$ cat src/rtl/wavefront_load_fsm.sv
// wavefront_load_fsm: skewed valid-wavefront loader for the systolic MAC array.
// A start launches len beats into column 0. Each beat then shifts one column
// per cycle, so column k is valid for len cycles, starting k cycles after
// column 0. An abort drops all in-flight beats. A one-cycle done pulse marks
// the end of every run, whether it completed, was aborted, or had len==0.
module wavefront_load_fsm #(
  parameter int N_COLS = 4,
  parameter int LEN_W  = 8
) (
  input  logic              clk,
  input  logic              rst,
  input  logic              start,
  input  logic [LEN_W-1:0]  len,
  input  logic              abort,
  output logic [N_COLS-1:0] valid_ctrl,
  output logic              busy,
  output logic              done
);

  // One-hot state encoding.
  localparam logic [2:0] S_IDLE = 3'b001;
  localparam logic [2:0] S_RUN  = 3'b010;
  localparam logic [2:0] S_DONE = 3'b100;

  logic [2:0]        state_reg, state_next;
  logic [LEN_W-1:0]  len_q, len_next;
  logic [LEN_W-1:0]  issued, issued_next;
  logic [N_COLS-1:0] valid_reg, valid_next;
  logic              busy_reg, busy_next;
  logic              done_reg, done_next;

  logic              feed;
  logic [N_COLS-1:0] shifted;

  // Column 0 keeps injecting beats until len_q beats have gone in.
  assign feed = (issued < len_q);

  // The wavefront advances one column per cycle. A new beat enters at column 0.
  // With N_COLS == 1, this reduces to shifted = feed.
  genvar gi;
  generate
    for (gi = 0; gi < N_COLS; gi++) begin : g_shift
      if (gi == 0) begin : g_head
        assign shifted[gi] = feed;
      end else begin : g_tail
        assign shifted[gi] = valid_reg[gi-1];
      end
    end
  endgenerate

  // Next-state and next-output logic. All outputs are computed here and then registered.
  always_comb begin
    state_next  = state_reg;
    len_next    = len_q;
    issued_next = issued;
    valid_next  = '0;
    busy_next   = 1'b0;
    done_next   = 1'b0;
    case (state_reg)
      S_IDLE: begin
        if (start) begin
          if (len != '0) begin
            state_next    = S_RUN;
            len_next      = len;
            issued_next   = LEN_W'(1);
            valid_next[0] = 1'b1;
            busy_next     = 1'b1;
          end else begin
            // An empty burst still reports completion, but sets no valid bits.
            state_next = S_DONE;
            done_next  = 1'b1;
          end
        end
      end
      S_RUN: begin
        if (abort || (shifted == '0)) begin
          // An abort drops in-flight beats. A drained array finishes the same way.
          state_next = S_DONE;
          done_next  = 1'b1;
        end else begin
          valid_next = shifted;
          busy_next  = 1'b1;
          if (feed) begin
            issued_next = issued + LEN_W'(1);
          end
        end
      end
      S_DONE: begin
        state_next = S_IDLE;
      end
      default: begin
        // Recover from a corrupted state register with everything cleared.
        state_next  = S_IDLE;
        len_next    = '0;
        issued_next = '0;
      end
    endcase
  end

  // State and output registers, with synchronous reset.
  always_ff @(posedge clk) begin
    if (rst) begin
      state_reg <= S_IDLE;
      len_q     <= '0;
      issued    <= '0;
      valid_reg <= '0;
      busy_reg  <= 1'b0;
      done_reg  <= 1'b0;
    end else begin
      state_reg <= state_next;
      len_q     <= len_next;
      issued    <= issued_next;
      valid_reg <= valid_next;
      busy_reg  <= busy_next;
      done_reg  <= done_next;
    end
  end

  assign valid_ctrl = valid_reg;
  assign busy       = busy_reg;
  assign done       = done_reg;

endmodule

$ cat config.mk
export PLATFORM = sky130hd
export DESIGN_NAME = wavefront_load_fsm
export DESIGN_NICKNAME = d
export VERILOG_FILES = /design/src/rtl/wavefront_load_fsm.sv
export SDC_FILE = /design/constraint.sdc
export NUM_CORES = 1
export LEC_CHECK = 0
export ABC_CLOCK_PERIOD_IN_PS = 5270
export CORE_MARGIN = 5
export CORE_UTILIZATION = 34
export CTS_BUF_LIST = sky130_fd_sc_hd__clkbuf_8 sky130_fd_sc_hd__clkbuf_16
export CTS_CLUSTER_DIAMETER = 150
export DETAILED_ROUTE_END_ITERATION = 6
export SYNTH_ARGS = -nofsm -noshare
export SYNTH_HDL_FRONTEND = slang
export SYNTH_SLANG_ARGS = --single-unit
$ cat constraint.sdc
create_clock -name clk -period 5.27 [get_ports clk]
set_clock_uncertainty 0.1 [all_clocks]
set_input_delay 1.054 -clock clk [delete_from_list [all_inputs] [get_ports clk]]
set_output_delay 1.054 -clock clk [all_outputs]
set_load 0.02 [all_outputs]
==> summary.txt <==
Cells and area
  • Ant diodes: 0
  • Fin nets: 190
  • Share of layout cells above drive strength 1: 0.0473
  • Area grow syn2layout: 20.9%

STA
  • Final period util: 0.544
  • Slack of the critical path: 2.40 ns
  • Final min period: 2.87 ns
  • Max-slew violations: 0
  • Peak Freq: 349 MHz
  • Setup TNS: 0 ns
  • Worst Tran Pin Value: 0.837 ns
  • Unrepaired setup endpoints after global routing: no
  • Final setup violation count: 0
  • Worst slew margin: 0.440
  • Final hold vios: 0

Synthesis
  • Mapped Cells: 152
  • Cell variety after synth: 36
  • Yosys top cell area share: 0.394
  • Commonest cells post-synth: dfxtp_1 (25), nand2_1 (19), nand3_1 (16), a21oi_1 (13), inv_1 (10)
  • Synth Register Bits: 25
  • Most common cell in the netlist: dfxtp_1
  • Synthesized cell area: 1270 sq um
  • Avg Cell Area, Syn: 8.36 sq um
  • Prevailing post-synth register cell: dfxtp_1
  • YS warnings: 0
  • Register area share after synthesis: 0.394
  • Dominant cell type by area after synthesis: dfxtp_1
  • Synthesized Nets: 172
  • Ys async rst share: 0
  • Synth area leaders: dfxtp_1 (39%), ha_1 (7.9%), nand3_1 (6.3%)
  • Number of synthesized flops with an enable pin: 0

Drt
  • Vias per cell: 5.34
  • Remaining antenna violation count: 0
  • Drt pass-1 iters: 4
  • WL/cell: 13.7 um
  • Final WL: 2980 um
  • DRC violations left: 0
  • Via Count: 1,158
  • DRT iter0 DRCs: 51

Floorplan
  • Core area: 3630 sq um
  • Die X: 71.1 um
  • Rows: 22
  • Die footprint: 5060 sq um
  • Die extent in y: 71.1 um
  • Starting density of the core: 0.350
  • Ports: 18

CTS
  • H-tree levels: 1
  • Resized cells post-CTS: 0
  • Clock buffer depth: 2
  • Num CTS Buffers: 3
  • CTS tree: built
  • CTS sink cnt: 25
  • Clock root cell: clkbuf_8
  • Post-cts hold buffer count: 0
  • Clk slew on worst S/H paths: 0.09 ns
  • # Post-CTS Setup Buffers: 0
  • Worst skew pair latency: 0.27 ns

Global routing
  • Initial antenna violation count: 0
  • First-pass GRT wire length: 5180 um
  • Total grt overflow: 0
  • Total routing usage reported by global routing: 0.127
  • Largest net degree at the start of global routing: 23
  • Number of global-route vias before repair: 1,100

Setup path
  • Critical-path maximum fanout: 5
  • Critical-path cell with the highest stage delay: nor4_1
  • Worst EP arrival: 2.97 ns
  • Worst path required time: 5.37 ns
  • CP cell instances: clkdlybuf4s50_1, nor4_1, nand3_1, a21oi_1, o21ai_0, o221ai_1
  • CP startpoint kind: input port
  • Max incr delay on CP: 0.44 ns
  • CP Capture Type: register
  • CP Class: in -> reg

Power and ir drop
  • Leakage: 0.548 nW
  • Max IR drop VDD: 0.128 mV
  • Tot Pwr: 0.000392 W
  • Pwr/cell area: 255 nW/um^2

Run
  • # Max-Cap Violations: 0

Placement
  • IO Port Bufs: 17
  • Placer's final routability congestion estimate: 0.831
  • Setup WS pre-CTS: 2.11 ns
  • HPWL after DPL: 2300 um

Min path
  • Hold Path Class: reg -> reg

Run status
  • Status: finished clean
-- worst max-delay path, delay by kind of cell --
| kind | cells | cell delay [ns] |
|---|---|---|
| AND/OR/NAND/NOR | 2 | 0.67 |
| buffers and inverters | 1 | 0.42 |
| AO/OA/AOI/OAI | 3 | 0.83 |
-- cell usage in the layout (no fill, tap or decap), types with 3 or more instances in the layout --
master,instances
nand3_1,16
nor3b_1,3
and2_1,5
dfxtp_1,25
nor3_1,4
nor4_1,5
clkbuf_8,3
a21o_1,5
a21oi_1,13
clkdlybuf4s50_1,17
nand2_1,19
ha_1,8
inv_1,10
or3_1,3
-- path summary, 6_finish.rpt --
path,start,end,slack (ns),depth (start not counted)
hold / removal,len_q[3]$_SDFFE_PP0P_,len_q[3]$_SDFFE_PP0P_,0.36,2
setup / recovery,len[6],issued[2]$_SDFFE_PP0P_,2.40,6
hold reg to reg,len_q[3]$_SDFFE_PP0P_,len_q[3]$_SDFFE_PP0P_,0.36,2
setup reg to reg,len_q[7]$_SDFFE_PP0P_,issued[4]$_SDFFE_PP0P_,3.04,7
-- cell families (layout without fill, tap and decap cells) --
| family | Yosys count | after routing | share of synthesized area |
|---|---|---|---|
| and+or+nand+nor | 66 | 66 | 0.275 |
| buffers and inverters | 15 | 32 | 0.0443 |
| adders and majority gates | 8 | 8 | 0.0787 |
| DFF | 25 | 25 | 0.394 |
| AOI/OAI and AO/OA | 37 | 37 | 0.201 |
| muxes | 1 | 1 | 0.00787 |
-- where the power goes --
part,switching [W],leakage [nW],internal [W]
clock network,0.0000627,0.0255,0.0000530
logic,0.0000440,0.319,0.0000285
registers,0.00000615,0.204,0.000197
-- per-stage QoR --
step	std cells	hold slack (ns)	utilization	area [sq um]
2_1_floorplan	152	0.332	-	1270
3_3_place_gp	213	0.347	0.410	1490
3_5_place_dp	213	0.347	0.410	1490
5_1_grt	217	0.381	0.423	1540
6_report	217	0.357	0.423	1540
4_1_cts	217	0.359	0.423	1540
-- cell type report --
class	count	area (sq um)
tap	48	60.1
inverter	10	37.5
multi-input combinational	112	714
timing repair buffer	18	178
sequential	25	500
clock buffer	3	41.3
fill	396	2100
clock inverter	1	5.00
-- routing by layer --
layer / up-vias / GRT usage / share of wire / wire length [um]
li1: 598 / - / - / -
met1: 541 / 0.179 / 0.49 / 1460
met2: 15 / 0.191 / 0.47 / 1400
met3: 4 / 0.0227 / 0.025 / 74
met4: 0 / 0.0480 / 0.015 / 45
met5: - / 0 / 0 / 0
(Power assumes the default switching activity.)
